**src/rtl/fpu_issue_ctrl.sv**
```systemverilog
// rtl/fpu_issue_ctrl.sv - operand FIFO and issue/capture sequencer for the half-precision FPU adder (optional FPU_ISSUE_STATS_EN)
module fpu_issue_ctrl #(
    parameter int DEPTH = 4,
    parameter int AW    = 2
) (
    input  logic        clk,
    input  logic        rst_n,
    input  logic        in_valid,
    output logic        in_ready,
    input  logic [15:0] in_a,
    input  logic [15:0] in_b,
    output logic [15:0] Asem,
    output logic [15:0] Bsem,
    input  logic [15:0] Rsem,
    output logic        out_valid,
    input  logic        out_ready,
    output logic [15:0] out_r
`ifdef FPU_ISSUE_STATS_EN
    ,
    output logic [15:0] stat_issued,
    output logic [15:0] stat_special
`endif
);

    typedef enum logic [1:0] {
        IDLE     = 2'd0,
        ISSUE    = 2'd1,
        WAIT_OUT = 2'd2
    } state_t;

    localparam logic [AW:0]   FULL_CNT = (AW+1)'(DEPTH);
    localparam logic [AW:0]   CNT_ONE  = (AW+1)'(1);
    localparam logic [AW-1:0] PTR_ONE  = AW'(1);

    state_t        state, next_state;
    logic [31:0]   mem [DEPTH];
    logic [AW-1:0] wr_ptr, rd_ptr;
    logic [AW:0]   count;
    logic          push, pop, capture, release_out;

    assign in_ready = (count != FULL_CNT);
    assign push     = in_valid && in_ready;

    always_comb begin
        next_state  = state;
        pop         = 1'b0;
        capture     = 1'b0;
        release_out = 1'b0;
        case (state)
            IDLE: begin
                if (count != '0) begin
                    pop        = 1'b1;
                    next_state = ISSUE;
                end
            end
            ISSUE: begin
                capture    = 1'b1;
                next_state = WAIT_OUT;
            end
            WAIT_OUT: begin
                if (out_ready) begin
                    release_out = 1'b1;
                    if (count != '0) begin
                        pop        = 1'b1;
                        next_state = ISSUE;
                    end else begin
                        next_state = IDLE;
                    end
                end
            end
            default: next_state = IDLE;
        endcase
    end

    // Storage carries no reset; validity is tracked solely by count and pointers.
    always_ff @(posedge clk) begin
        if (push) begin
            mem[wr_ptr] <= {in_a, in_b};
        end
    end

    always_ff @(posedge clk or negedge rst_n) begin
        if (!rst_n) begin
            state     <= IDLE;
            wr_ptr    <= '0;
            rd_ptr    <= '0;
            count     <= '0;
            Asem      <= 16'h0000;
            Bsem      <= 16'h0000;
            out_r     <= 16'h0000;
            out_valid <= 1'b0;
        end else begin
            state <= next_state;
            if (push) begin
                wr_ptr <= wr_ptr + PTR_ONE;
            end
            if (pop) begin
                rd_ptr <= rd_ptr + PTR_ONE;
                Asem   <= mem[rd_ptr][31:16];
                Bsem   <= mem[rd_ptr][15:0];
            end
            if (push && !pop) begin
                count <= count + CNT_ONE;
            end else if (pop && !push) begin
                count <= count - CNT_ONE;
            end
            if (capture) begin
                out_r     <= Rsem;
                out_valid <= 1'b1;
            end else if (release_out) begin
                out_valid <= 1'b0;
            end
        end
    end

`ifdef FPU_ISSUE_STATS_EN
    always_ff @(posedge clk or negedge rst_n) begin
        if (!rst_n) begin
            stat_issued  <= 16'h0000;
            stat_special <= 16'h0000;
        end else begin
            if (pop && stat_issued != 16'hFFFF) begin
                stat_issued <= stat_issued + 16'h0001;
            end
            if (capture && Rsem[14:10] == 5'b11111 && stat_special != 16'hFFFF) begin
                stat_special <= stat_special + 16'h0001;
            end
        end
    end
`endif

endmodule
```
**config.mk**
```make
export PLATFORM = sky130hd
export DESIGN_NAME = fpu_issue_ctrl
export DESIGN_NICKNAME = d
export VERILOG_FILES = /design/src/rtl/fpu_issue_ctrl.sv
export SDC_FILE = /design/constraint.sdc
export NUM_CORES = 1
export LEC_CHECK = 0
export BUFFER_PORTS_ARGS = -buffer_cell sky130_fd_sc_hd__buf_2
export CORE_UTILIZATION = 30
export CTS_BUF_LIST = sky130_fd_sc_hd__clkbuf_8
export CTS_CLUSTER_SIZE = 20
export DETAILED_ROUTE_END_ITERATION = 7
export SLEW_MARGIN = 20
export SYNTH_ARGS = -nofsm -noshare
export SYNTH_HDL_FRONTEND = slang
export SYNTH_SLANG_ARGS = --single-unit
export TNS_END_PERCENT = 10
```
**constraint.sdc**
```tcl
create_clock -name clk -period 4.6 [get_ports clk]
set_input_delay 0.92 -clock clk [delete_from_list [all_inputs] [get_ports clk]]
set_output_delay 0.92 -clock clk [all_outputs]
set_load 0.01 [all_outputs]
```
Word-level counts from Yosys, hierarchy flattened

Memory sizes are Yosys's and may differ from the RTL's. A register that Yosys moved wholly into a read port is not among the register bits.
Index checks and enable logic that the tools add are counted.

Register bits: 26
Logic and storage cells: 43
Output and inout bits: 50
Bits in writable memories: 128
Memories: 1
Input bits: 52

Memories:

| memory | words | bits a word | read ports | clocked after Yosys merged registers in | write ports | line | text |
|---|---|---|---|---|---|---|---|
| mem    | 4     | 32          | 1          | 1                                       | 1           | 36   | `logic [31:0] mem [DEPTH];` |

Multiplexer cells: 16
Add/sub/neg operators: 4
Equality and inequality tests: 5
Reductions and logical operators: 11

Operators by type and width:

| kind                                                | number |
|---|---|
| two-way mux 1 bit                                   | 10 |
| two-way mux 3 bit                                   | 2 |
| one-hot mux 2 bit (3 select lines)                  | 1 |
| adder 2 x 1 -> 2 bit, second input constant         | 2 |
| two-way mux 2 bit                                   | 2 |
| != test 2 bit, second input constant                | 2 |
| nonzero test 2 bit                                  | 2 |
| adder 3 x 1 -> 3 bit, second input constant         | 1 |
| logical AND 1 bit                                   | 3 |
| zero test 1 bit                                     | 3 |
| != test 3 bit, second input constant                | 1 |
| nonzero test 3 bit                                  | 1 |
| subtractor 3 x 1 -> 3 bit, second input constant    | 1 |
| equality test 2 x 1 -> 1 bit, second input constant | 1 |
| equality test 2 bit, second input constant          | 1 |
| zero test 2 bit                                     | 1 |
| one-hot mux 1 bit (2 select lines)                  | 1 |
| AND reduction 2 bit                                 | 1 |

Logic depth before layout (Yosys ltp)

Word-level depth: 7
Mapped depth: 10
Depth with buffers taken out: 9

Worst setup path before layout

OpenSTA, ideal clock, no wires.

Path kind: input-to-reg
Start: input port out_ready
End: register count[1]
Data required time: 4.475 ns
Slack: 2.075 ns
Buffers on the path: 1
Setup time: 0.125 ns
Cell stages on the path: 8
Arrival time: 2.400 ns
Cells stage by stage: nor2b_1 -> nor3_4 -> buf_4 -> inv_1 -> ha_1 -> inv_1 -> fa_1 -> mux2_2

Word-level cells in the longest chain between the ends: 5
Elaborated cells on any way between the ends: 7
Classes of those cells: 3 x mux; 4 x reduce/logical

Ends and longest elaborated chain:

| item                                                           | line | text |
|---|---|---|
| start: declaration                                             | 16   | `input logic out_ready,` |
| two-way mux 1 bit *                                            | 61   | `if (out_ready) begin` |
| one-hot mux 1 bit (2 select lines) *                           | 49   | `case (state)` |
| zero test 1 bit                                                | 102  | `if (push && !pop) begin` |
| logical AND 1 bit                                              | 102  |  |
| two-way mux 3 bit / nonzero test 2 bit (equally long branches) | --   |  |
| end signal: assignment                                         | 103  | `count <= count + CNT_ONE;` |
| end signal: assignment                                         | 105  | `count <= count - CNT_ONE;` |
| end: declaration                                               | 38   | `logic [AW:0] count;` |

Mark *: on every way between the ends. The rest lies on a longest branch, timed or not.
A chain may end at the register's enable or synchronous reset.

Worst setup path in the final report

Start: input port out_ready
End: register count[2]

Same word-level chain as after synthesis.

==> impl_results.md <==
- Run status: finished, final reports clean
- Setup slack after layout: approximately 2.2 ns
- WP buf/inv: 4
- Register Area: between 5000 and 6000 sq um
- Die Ht: approximately 150 microns
- Core Rows: 55
- Initial Util: 0.3065
- CTS buffer count: 17
- Pre-CTS setup slack: between 1.5 and 2 ns
- Post-CTS Resized: 0
- Register area share after synthesis: 0.7629
- Seq cells post-synth: 186
- Clk slew on worst S/H paths: around 0.10 ns
- Clock buffer depth: 2
- Avg WL per Cell: roughly 18 microns
- Routability Congestion: 0.6670
- RSZ-0062 raised after global routing: no
- First-pass iteration count of the detailed router: 6
- Top fanout value on the critical path: 35
- Antenna diodes: 0
- Post-synthesis cell count: between 300 and 400
- Via density: ~4.5
- Final core occ: 0.3592
- Peak Freq: between 400 and 500 MHz
- GR Util All Layers: 0.1144
- I/O Buffers: slightly above 100
- Root Driver: clkbuf_8
- Multi-input gate area: ~1500 sq um
- Fin crit share: 0.5283
- Min Tclk post-route: around 2.4 ns
- Htree depth: 4
- Yosys Warn Count: 0
- Synth cell types: 25
- Worst path cell trace: buf_2 > nor2b_1 > nor3_4 > buf_4 > inv_1 > ha_1 > inv_1 > fa_1 > xor2_1 > nor2_1 > xor2_1
- Max Slew Vio Count: 0
- Max cap viols: 0
- DRC Markers: 0
- Leakage: 3.000 nW
- Die Width: 154.1 microns
- Most frequent cells in the layout: edfxtp_1, buf_2, dfrtp_1, mux2_2, mux4_2
- Synth area leader: edfxtp_1
- Area grow syn2layout: 17.18%
- Normalized max-slew margin: 0.3968
- Initial DRC count: between 200 and 250
- Post-CTS setup buffer count: 0
- Fin area: roughly 8100 sq um
- # fillers: between 2000 and 2500
- First-pass GRT wire length: 19780 microns
- Synth top area share: 0.5538
- Die area: between 20000 and 25000 sq um
- Hold-fix buffers at CTS: 0
- Vias: approximately 3200
- Setup Viol. Count Final: 0
- Worst Path Required: 4.98 ns
- Crit path max-delay family: buffers and inverters
- Grt total ovfl: 0
- Slew @ Worst Pin: about 0.9 ns
- Core box area: between 20000 and 25000 sq um
- PD cells: approximately 660 nW/um^2
- CP Data Arrival Time: between 2 and 3 ns
- Antenna violations before repair: 0
- Largest net degree at the start of global routing: about 60
- # clock sinks: 186
- Top-Level Pins: between 100 and 150
- Skew final: around 0.01 ns
- Crit-path max cell delay: approximately 0.38 ns
- Peak VDD IR: 0.2298 mV
- Worst-Skew Late Latency: around 0.45 ns
- Nets: just under 500
- Power Total: 5.346 mW
- Startpoint Class: primary input
- HP Class: flip-flop to flip-flop
- Crit-path slowest cell: fa_1
- Final wirelength: between 10000 and 15000 microns
- TritonCTS clock tree: built
- Final HPWL DP: about 8000 microns
- Synth area leaders: edfxtp_1, dfrtp_1, mux4_2, mux2_2, ha_1
- CP Capture Type: flip-flop
- Final hold viol count: 0
- Most common cell after layout, fill and taps aside: edfxtp_1
- Share of cells above drive strength 1: 0.5137
- Post-DP Area: ~7700 sq um
- Crit path kind: primary input to flip-flop
- Number of global-route vias before repair: between 3000 and 4000
- Synth Cell Area: about 6900 sq um
- TNS Setup: 0 ns
- Avg Inst Size Synth: ~22 sq um
- Post-DRT Antenna Nets: 0
- Syn_nets: 373
power breakdown:
part	internal (mW)	leakage [nW]	switching, mW	total (mW)
registers	2.33	1.85	0.291	2.62
clock network	0.452	0.204	0.612	1.06
logic	0.894	0.947	0.770	1.66
total	3.67	3.00	1.67	5.35
Yosys cell counts, drive strengths merged:
library cell	number
xnor2	2
a21o	1
a21oi	1
a21boi	1
and2	4
nor4b	1
edfxtp	128
xor2	4
ha	5
nor3	2
mux4	32
o21ai	1
nor2b	1
fa	1
nand2	1
dfrtp	58
nor2	4
buf	9
inv	6
clkbuf	3
mux2	50
worst register-to-register path, cell delays in order (launching register included):
cell     delay, ns
dfrtp_1       0.44
nor3_2        0.31
nor3_4        0.07
buf_4         0.28
inv_1         0.11
ha_1          0.18
inv_1         0.06
fa_1          0.38
xor2_1        0.16
nor2_1        0.13
xor2_1        0.15
registers in the layout, summed over array words and instances (netlist names):
| signal | count |
|---|---|
| rd_ptr | 2 |
| Asem | 16 |
| mem | 128 |
| out_r | 16 |
| count | 3 |
| state | 2 |
| out_valid | 1 |
| Bsem | 16 |
| wr_ptr | 2 |
cells by family (layout without fill, tap and decap cells):
logic type,after synthesis,count (layout),synth area share
AO/OA/AOI/OAI,4,4,0.003605
XOR/XNOR,6,6,0.007572
adder cells (fa/ha/maj),6,6,0.01190
buffers and inverters,18,141,0.01640
flip-flops,186,186,0.7629
multiplexers,82,82,0.1850
AND/OR/NAND/NOR,13,13,0.01262
final cells by class:
cell class / instances / area share
Multi-Input combinational cell: 111 / 0.1889
Sequential cell: 186 / 0.6514
Tap cell: 285 / 0.04385
Clock inverter: 15 / 0.02000
Timing Repair Buffer: 103 / 0.06431
Inverter: 6 / 0.002769
Clock buffer: 17 / 0.02877
worst paths after layout:
| path | slack, ns | startpoint | end | cells after the start |
|---|---|---|---|---|
| setup reg to reg | 2.27 | count[1] | count[2] | 10 |
| hold / removal | 0.49 | state[1] | out_valid | 1 |
| max in group asynchronous | 3.48 | rst_n | rd_ptr[1] | 1 |
| setup / recovery | 2.17 | out_ready | count[2] | 11 |
| min in group asynchronous | 0.53 | rst_n | Bsem[1] | 1 |
| hold reg to reg | 0.49 | state[1] | out_valid | 1 |
layer usage:
metal / part of all wire / global-route usage / wire [microns]
met2: 0.51 / 0.1890 / 6499
met4: 0.010 / 0.03571 / 130
met5: 0 / 0 / 0
met3: 0.039 / 0.03439 / 494
met1: 0.44 / 0.1441 / 5568
metrics by stage:
step,hold slack [ns],std cells
after global placement,0.4654,691
final,0.4859,723
after global routing,0.4871,723
after detailed placement,0.4694,691
after floorplan,0.4516,315
after CTS,0.4772,723
Power figures use the tool's default switching activity.
